===== src/rtl/cpu_run_ctrl_pkg.sv =====
// Shared encodings for the CPU run/step/halt sequencer: host commands,
// sequencer states and stop causes. The bench imports these too.
package cpu_run_ctrl_pkg;

  localparam logic [1:0] OP_RESET = 2'b00;
  localparam logic [1:0] OP_RUN   = 2'b01;
  localparam logic [1:0] OP_STEP  = 2'b10;
  localparam logic [1:0] OP_HALT  = 2'b11;

  localparam logic [1:0] S_RESET  = 2'b00;
  localparam logic [1:0] S_IDLE   = 2'b01;
  localparam logic [1:0] S_RUN    = 2'b10;
  localparam logic [1:0] S_STEP   = 2'b11;

  localparam logic [2:0] CAUSE_NONE     = 3'd0;
  localparam logic [2:0] CAUSE_HOST     = 3'd1;
  localparam logic [2:0] CAUSE_BUDGET   = 3'd2;
  localparam logic [2:0] CAUSE_BREAK    = 3'd3;
  localparam logic [2:0] CAUSE_CPU_HALT = 3'd4;
  localparam logic [2:0] CAUSE_STEP     = 3'd5;

endpackage


===== src/rtl/cpu_ctrl_dcnt.sv =====
// Loadable down-counter for the RUN instruction budget. Holds at zero, so a
// zero load (unlimited budget) never moves and never reports expiry.
module cpu_ctrl_dcnt #(
  parameter int W = 32
) (
  input  logic         clk,
  input  logic         rst_n,
  input  logic         load,
  input  logic [W-1:0] load_val,
  input  logic         dec,
  output logic [W-1:0] count,
  output logic         zero
);

  assign zero = (count == '0);

  always_ff @(posedge clk or negedge rst_n) begin
    if (!rst_n) begin
      count <= '0;
    end else if (load) begin
      count <= load_val;
    end else if (dec && !zero) begin
      count <= count - W'(1);
    end
  end

endmodule


===== src/rtl/cpu_run_ctrl.sv =====
// Run/step/halt sequencer: gates the core clock enable and holds the core in
// reset, stopping on budget expiry, PC breakpoint, core halt or host HALT.
module cpu_run_ctrl
  import cpu_run_ctrl_pkg::*;
#(
  parameter int CNT_W      = 32,
  parameter int PC_W       = 32,
  parameter int RST_CYCLES = 4
) (
  input  logic             inclk,
  input  logic             rstn,
  input  logic             cmd_valid,
  output logic             cmd_ready,
  input  logic [1:0]       cmd_op,
  input  logic [CNT_W-1:0] cmd_arg,
  input  logic             bp_en,
  input  logic [PC_W-1:0]  bp_pc,
  input  logic [PC_W-1:0]  cpu_pc,
  input  logic             cpu_halt_req,
  output logic             cpu_en,
  output logic             cpu_rstn_o,
  output logic [1:0]       state,
  output logic [2:0]       stop_cause,
  output logic             done,
  output logic [CNT_W-1:0] retired
);

  localparam int RC_W = (RST_CYCLES > 1) ? $clog2(RST_CYCLES) : 1;

  logic [RC_W-1:0]  rst_cnt;
  logic             first;
  logic             in_run;
  logic             in_step;
  logic             halt_acc;
  logic             bp_hit;
  logic             run_load;
  logic             run_stop;
  logic [2:0]       run_cause;
  logic [CNT_W-1:0] budget;
  logic             budget_zero;

  assign in_run   = (state == S_RUN);
  assign in_step  = (state == S_STEP);
  assign halt_acc = in_run && cmd_valid && (cmd_op == OP_HALT);
  assign bp_hit   = in_run && bp_en && (cpu_pc == bp_pc) && !first;
  assign cpu_en   = in_step || (in_run && !bp_hit && !halt_acc);
  assign run_load = (state == S_IDLE) && cmd_valid && (cmd_op == OP_RUN);

  always_comb begin
    cmd_ready = 1'b0;
    case (state)
      S_IDLE:  cmd_ready = 1'b1;
      S_RUN:   cmd_ready = cmd_valid && (cmd_op == OP_HALT);
      default: cmd_ready = 1'b0;
    endcase
  end

  // Stop priority in RUN: core halt, then budget, then breakpoint, then host.
  // A budget of zero leaves the counter parked at zero, so it never reads 1.
  always_comb begin
    run_stop  = 1'b1;
    run_cause = CAUSE_NONE;
    if (cpu_halt_req && cpu_en) begin
      run_cause = CAUSE_CPU_HALT;
    end else if (cpu_en && (budget == CNT_W'(1))) begin
      run_cause = CAUSE_BUDGET;
    end else if (bp_hit) begin
      run_cause = CAUSE_BREAK;
    end else if (halt_acc) begin
      run_cause = CAUSE_HOST;
    end else begin
      run_stop = 1'b0;
    end
  end

  cpu_ctrl_dcnt #(.W(CNT_W)) u_budget (
    .clk      (inclk),
    .rst_n    (rstn),
    .load     (run_load),
    .load_val (cmd_arg),
    .dec      (in_run && cpu_en),
    .count    (budget),
    .zero     (budget_zero)
  );

  always_ff @(posedge inclk or negedge rstn) begin
    if (!rstn) begin
      state      <= S_RESET;
      cpu_rstn_o <= 1'b0;
      stop_cause <= CAUSE_NONE;
      done       <= 1'b0;
      retired    <= '0;
      rst_cnt    <= '0;
      first      <= 1'b0;
    end else begin
      done <= 1'b0;
      if (cpu_en && (retired != '1)) begin
        retired <= retired + CNT_W'(1);
      end
      case (state)
        S_RESET: begin
          if (rst_cnt == RC_W'(RST_CYCLES - 1)) begin
            state      <= S_IDLE;
            cpu_rstn_o <= 1'b1;
            rst_cnt    <= '0;
          end else begin
            rst_cnt <= rst_cnt + RC_W'(1);
          end
        end
        S_IDLE: begin
          if (cmd_valid) begin
            case (cmd_op)
              OP_RESET: begin
                state      <= S_RESET;
                cpu_rstn_o <= 1'b0;
                rst_cnt    <= '0;
                retired    <= '0;
                stop_cause <= CAUSE_NONE;
              end
              OP_RUN: begin
                state <= S_RUN;
                first <= 1'b1;
              end
              OP_STEP: state <= S_STEP;
              default: stop_cause <= CAUSE_HOST;
            endcase
          end
        end
        S_RUN: begin
          first <= 1'b0;
          if (run_stop) begin
            state      <= S_IDLE;
            stop_cause <= run_cause;
            done       <= 1'b1;
          end
        end
        default: begin
          state      <= S_IDLE;
          done       <= 1'b1;
          stop_cause <= cpu_halt_req ? CAUSE_CPU_HALT : CAUSE_STEP;
        end
      endcase
    end
  end

  logic unused_ok;
  assign unused_ok = budget_zero;

endmodule


===== config.mk =====
export PLATFORM = sky130hd
export DESIGN_NAME = cpu_run_ctrl
export DESIGN_NICKNAME = d
export VERILOG_FILES = /design/src/rtl/cpu_run_ctrl_pkg.sv /design/src/rtl/cpu_ctrl_dcnt.sv /design/src/rtl/cpu_run_ctrl.sv
export SDC_FILE = /design/constraint.sdc
export NUM_CORES = 1
export LEC_CHECK = 0
export BUFFER_PORTS_ARGS = -buffer_cell sky130_fd_sc_hd__buf_2
export CAP_MARGIN = 25
export CORE_ASPECT_RATIO = 1.2
export CORE_UTILIZATION = 52
export DETAILED_ROUTE_END_ITERATION = 12
export GPL_TIMING_DRIVEN = 0
export PLACE_DENSITY = 0.81
export SYNTH_ARGS = -nofsm -noshare
export SYNTH_HDL_FRONTEND = slang
export SYNTH_SLANG_ARGS = --single-unit

===== constraint.sdc =====
create_clock -name inclk -period 3.2 [get_ports inclk]
set_input_delay 0.32 -clock inclk [delete_from_list [all_inputs] [get_ports inclk]]
set_output_delay 0.32 -clock inclk [all_outputs]
set_load 0.005 [all_outputs]

==> results of run 1 <==
-- synth_stat cells, types with 3 or more instances --
cell type   n  area (sq um)
ha_1       13           163
nor2_1     54           203
nor3_2      4          40.0
nor4b_1     4          35.0
o21ai_1     7          35.0
xnor2_1    25           219
a31oi_1     4          25.0
mux2i_1     3          30.0
dfrtp_1    74          1850
nand2_1    50           188
a21oi_1    23           115
or3_1       8          50.1
clkbuf_1   17          63.8
nand4b_1    6          52.6
o21ai_0    28           140
o31ai_1     3          22.5
nor4_1     25           156
nand3b_1    6          45.0
and4_1      5          43.8
xor2_1     60           526
nand4_1    15          93.8
nand3_1    22           110
and2_1      3          18.8
inv_1      11          41.3
and3_1      8          50.1
nor3_1     13          65.1
-- routing by layer --
metal | part of all wire, % | track usage, % | wire length (um)
met1 | 43 | 33.7 | 5150
met4 | 2.5 | 10.9 | 302
met5 | 0 | 0 | 0
met3 | 4.5 | 4.74 | 543
met2 | 50 | 44.7 | 6020
-- worst max-delay path, cell delays in order (launching register included) --
cell      delay (ps)
dfrtp_1          420
inv_1            120
ha_1             180
nand2_1           50
nor3_1           200
nand4_1          110
or3_1            400
a31oi_2          360
clkbuf_2         310
inv_1             70
buf_2            130
-- metrics by stage --
| step | hold slack (ps) | setup TNS (ps) | power [W] | setup slack (ps) | util [%] |
|---|---|---|---|---|---|
| detailed placement | 256 | 0 | 0.00272 | 236 | 64.3 |
| global placement | 484 | 0 | 0.00264 | 277 | 64.0 |
| global route | 168 | -10.1 | 0.00370 | -10.1 | 66.8 |
| floorplan | 24.4 | 0 | 0.00228 | 767 | - |
| finish | 153 | 0 | 0.00346 | 169 | 66.8 |
| CTS | 157 | 0 | 0.00346 | 44.7 | 66.7 |
-- layout make-up --
class | instances | area (sq um) | area share, %
Tap cell | 117 | 146 | 2.53
Inverter | 11 | 41.3 | 0.714
Sequential cell | 74 | 1850 | 32.0
Buffer | 20 | 86.3 | 1.49
Clock buffer | 9 | 124 | 2.14
Multi-Input combinational cell | 416 | 2710 | 46.8
Clock inverter | 6 | 67.6 | 1.17
Timing Repair Buffer | 145 | 756 | 13.1
-- cells by family after synthesis --
group / share of synthesized area [%]
AOI/OAI and AO/OA: 9.31
xor gates and xnor gates: 15.9
adders and majority gates: 3.48
buffers and inverters: 2.70
DFF: 39.6
muxes: 1.44
and+or+nand+nor: 27.6
-- how the worst min path moves through the flow --
stage                          to  slack, ps  depth (start not counted)
5_1_grt         u_budget.count[7]        170                          3
3_5_place_dp          retired[27]        260                          1
4_1_cts        u_budget.count[21]        160                          3
3_3_place_gp        stop_cause[1]        480                          1
2_1_floorplan          cpu_rstn_o         20                          0
6_report       u_budget.count[21]        150                          3
-- power groups by stage --
| stage | Sequential, W | Clock [W] | Combinational, W |
|---|---|---|---|
| floorplan | 0.00145 | 0 | 0.000828 |
| detailed placement | 0.00151 | 0 | 0.00120 |
| global placement | 0.00149 | 0 | 0.00115 |
| finish | 0.00150 | 0.000737 | 0.00122 |
| CTS | 0.00150 | 0.000744 | 0.00122 |
| global route | 0.00154 | 0.000786 | 0.00137 |
-- sequential cells by signal, summed over array words and instances (netlist names) --
register and flops:
state 2, rst_cnt 2, stop_cause 3, retired 32, done 1, cpu_rstn_o 1, first 1, u_budget.count 32
-- what timing repair did --
| item | CTS | global route |
|---|---|---|
| cloned | 0 | 0 |
| hold buffers | 1 | 0 |
| endpoints found under the setup margin | 1 | 1 |
| hold endpoints to repair | 24 | 0 |
| gates resized for setup | 1 | 1 |
==> qor.yml, run 1 <==
global_route:
  grt_overflow_total: 0
  grt_antenna_before_repair: 0
  grt_pass1_wl_mm: 19.7
  grt_max_degree: 51
  grt_usage_pct: 26.7
  first_global_vias: 4387
synthesis:
  syn_inst: 521
  async_flop_share_pct: 100
  ys_ff_latch: 74
  synth_edf_count: 0
  syn_nets: 637
  synth.avg_cell_area_sq_um: 8.98
  ys_dominant_reg_cell: "dfrtp_1"
  synth_area_sq_um: 4680
  yosysWarnings: 0
  seq_area_frac_synth_pct: 39.6
  ys_types: 47
route:
  postRouteAntennaNets: 0
  wl_mm: 12.0
  first_pass_iters: 4
  drc: 0
  post_drt_wl_per_cell_um: 15.1
  first_iter_violations: 141
  vias_per_cell: 5.57
  vias: 4443
hold_path:
  hold_start: "cmd_arg[21]"
  hold_class: "input pin to register"
placed_design:
  globalplace.congestion: 0.914
  place.detailed.hpwl_mm: 9.25
  place_area_sq_um: 5570
  placed_cells: 782
  io_buffer_count: 143
worst_setup_path:
  endpoint: "cpu_en"
  r2r_cells: 11
  critical_path_class: "register to output port"
  startpoint: "state[0]"
  r2r-start: "state[0]"
  cp-end-kind: "output port"
  reg2reg_setup_slack_ps: 400
  cp_data_required_time_ps: 2880
  critPathArrivalTime_ps: 2710
  cp-start-kind: "register"
  r2r_end: "retired[1]"
  crit_fanout: 10
cells_and_area:
  diodes: 0
  fill_cells: 740
  layout_commonest_cell: "buf_2"
  final_nets: 793
  syn2layout_area_growth_pct: 23.5
  drive_gt1_share_pct: 26.0
  layout_common_cells: "buf_2, dfrtp_1, xor2_1, nor2_1, nand2_1"
  finalInstanceArea_sq_um: 5780
  stdcell_count: 798
sta:
  fin_skew_ps: 10.2
  hold_viol_final: 0
  tightestPinTransition_ps: 796
  fin_crit_sh_pct: 94.7
  relSlewSlack_pct: 46.5
  max_freq_mhz: 330
  maxSlewViolCount: 0
  setup_violations: 0
  min_period_ps: 3030
power:
  seqPwrFrac_pct: 43.4
  p_comb_share_pct: 35.3
  p_int_w: 0.00212
  p_leak_nw: 2.63
  worst_ir_drop_vdd_mv: 0.424
  p_sw_share_pct: 38.6
  power.density_nw_per_um2: 599
  clock_power_share_pct: 21.3
  p_switching_w: 0.00134
outcome:
  status: "complete, no violations"
clock_network:
  cts-buffers-inserted: 9
  h-tree-depth: 3
  clock_path_buffers: 2
  postCtsSetupBuffers: 0
  clk_pin_slew_ps: 80
  cts-root-buf: "clkbuf_8"
  clock_latency_ps: 360
  cts_tree: "built"
  clock-sinks: 74
floorplan:
  start_util_pct: 54.0
  core_area_sq_um: 8660
  ios: 144
  dieArea_sq_um: 9380
  rows: 37
  die_w_um: 88.6
  chipHeight_um: 106
flow_run:
  cap_viol_max_count: 0
No activity file was read; power rests on OpenSTA's default activity.
==> run 2: changes to the inputs <==
Settings changed: CORE_UTILIZATION 52 to 47, PLACE_DENSITY 0.81 to 0.77.
Clock period 3.2 ns to 2.7 ns, I/O delays scaled along.
==> qor.yml, run 2 (same netlist as run 1, synthesis figures left out) <==
outcome:
  status: "complete, no violations"
sta:
  rsz0062_at_grt: "true"
  setup_violations: 0
  fin_crit_sh_pct: 95.3
  max_freq_mhz: 388
  fin_skew_ps: 5.30
  maxSlewViolCount: 0
  hold_viol_final: 0
  holdWs_ps: 135
  min_period_ps: 2570
  tightestPinTransition_ps: 682
  relSlewSlack_pct: 54.1
  tns_ps: 0
hold_path:
  hold_start: "cmd_arg[22]"
  whs_endpoint: "u_budget.count[22]"
  hold_class: "input pin to register"
  hold_depth: 3
power:
  p_sw_share_pct: 36.0
  seqPwrFrac_pct: 40.2
  p_switching_w: 0.00161
  worst_ir_drop_vdd_mv: 0.374
  p_int_w: 0.00286
  fin_total_pwr_w: 0.00446
  p_comb_share_pct: 33.8
  clock_power_share_pct: 26.1
  p_leak_nw: 2.74
  power.density_nw_per_um2: 743
floorplan:
  dieArea_sq_um: 10400
  die_w_um: 93.1
  ios: 144
  chipHeight_um: 111
  rows: 39
  core_area_sq_um: 9610
  start_util_pct: 48.7
global_route:
  grt_max_degree: 71
  grt_usage_pct: 25.4
  grt_pass1_wl_mm: 20.9
  first_global_vias: 4597
  grt_antenna_before_repair: 0
  grt_overflow_total: 0
cells_and_area:
  drive_gt1_share_pct: 28.0
  final_nets: 798
  reg_top3: "retired x32, u_budget.count x32, stop_cause x3"
  layout_common_cells: "buf_2, dfrtp_1, xor2_1, nor2_1, nand2_1"
  finalInstanceArea_sq_um: 6010
  layout_commonest_cell: "buf_2"
  syn2layout_area_growth_pct: 28.5
  diodes: 0
worst_setup_path:
  r2r-start: "u_budget.count[6]"
  r2r_cells: 9
  path_delay_family: "simple AND/OR/NAND/NOR gates"
  critical_path_buf_inv_count: 2
  slowest_stage: "nor4_2"
  critical_path_class: "register to register"
  critPathArrivalTime_ps: 2770
  reg2reg_setup_slack_ps: 130
  r2r_end: "u_budget.count[30]"
  worstPathCellList: "nor4_2, and4b_1, buf_2, nand3_1, nor3_4, buf_12, nand4b_1, xor2_1, o21ai_0"
  cp-end-kind: "register"
  slowest_delay_ps: 510
  startpoint: "u_budget.count[6]"
  cp-start-kind: "register"
  crit_fanout: 10
  cp_data_required_time_ps: 2900
clock_network:
  clk_pin_slew_ps: 60
  clock-sinks: 74
  cts-root-buf: "clkbuf_16"
  clock_path_buffers: 2
  cts-buffers-inserted: 9
  h-tree-depth: 3
  cts_tree: "built"
  clock_latency_ps: 340
route:
  wl_mm: 12.6
  first_pass_iters: 5
  first_iter_violations: 190
  vias: 4477
  vias_per_cell: 5.53
  post_drt_wl_per_cell_um: 15.6
  postRouteAntennaNets: 0
  drc: 0
flow_run:
  cap_viol_max_count: 0
placed_design:
  place_area_sq_um: 5580
  globalplace.congestion: 0.926
  place.detailed.hpwl_mm: 9.38
  io_buffer_count: 143
[run 2: cell count changes in the layout (fill, tap and decap cells not counted), sizes merged]
cell and delta:
clkbuf +1, clkinvlp -2, buf +8, inv -1
bufinv -1
[run 2: power by group through the flow]
stage / logic, W / clock network, W / registers, W
after detailed placement: 0.00142 / 0 / 0.00179
after global placement: 0.00136 / 0 / 0.00177
after global routing: 0.00168 / 0.00123 / 0.00184
after floorplan: 0.000982 / 0 / 0.00172
after CTS: 0.00147 / 0.00118 / 0.00178
final: 0.00151 / 0.00116 / 0.00179
[run 2: worst max path at each step]
stage                              end  slack [ps]  cells past startpoint
finish              u_budget.count[30]         130                      9
global route               retired[20]          -8                      8
CTS                             cpu_en         -60                     10
detailed placement         retired[27]        -180                     10
global placement           retired[17]        -130                     10
floorplan                stop_cause[0]         270                      7
[run 2: through the flow]
stage	utilization, %	setup slack (ps)	instances
finish	62.5	126	809
global route	62.5	-7.58	809
CTS	61.6	-60.7	804
detailed placement	58.0	-179	788
global placement	57.7	-133	787
floorplan	-	267	521
[run 2: metal layers]
metal / part of all wire [%] / global-route usage, %
met3: 4.1 / 4.46
met4: 2.7 / 11.6
met5: 0 / 0
met2: 51 / 42.6
met1: 42 / 31.5
[run 2: area by class of cell]
class,count,area [sq um]
Sequential cell,74,1850
Buffer,19,97.6
Timing Repair Buffer,151,813
Inverter,11,41.3
Tap cell,123,154
Clock inverter,2,10.0
Clock buffer,13,280
Fill cell,833,3600
Multi-Input combinational cell,416,2760
[run 2: repair_timing]
action                                 4_1_cts  5_1_grt
hold buffers                                 1        0
pin swaps                                    0        3
endpoints found under the hold margin        4        0
setup endpoints to repair                   33       48
setup buffers                                0        6
gates resized for setup                      9       10
[run 2: worst register-to-register path, stage by stage, from the launching register on]
cell and delay (ps):
dfrtp_1 410, nor4_2 510, and4b_1 330, buf_2 250
nand3_1 150, nor3_4 220, buf_12 150, nand4b_1 130
xor2_1 190, o21ai_0 110
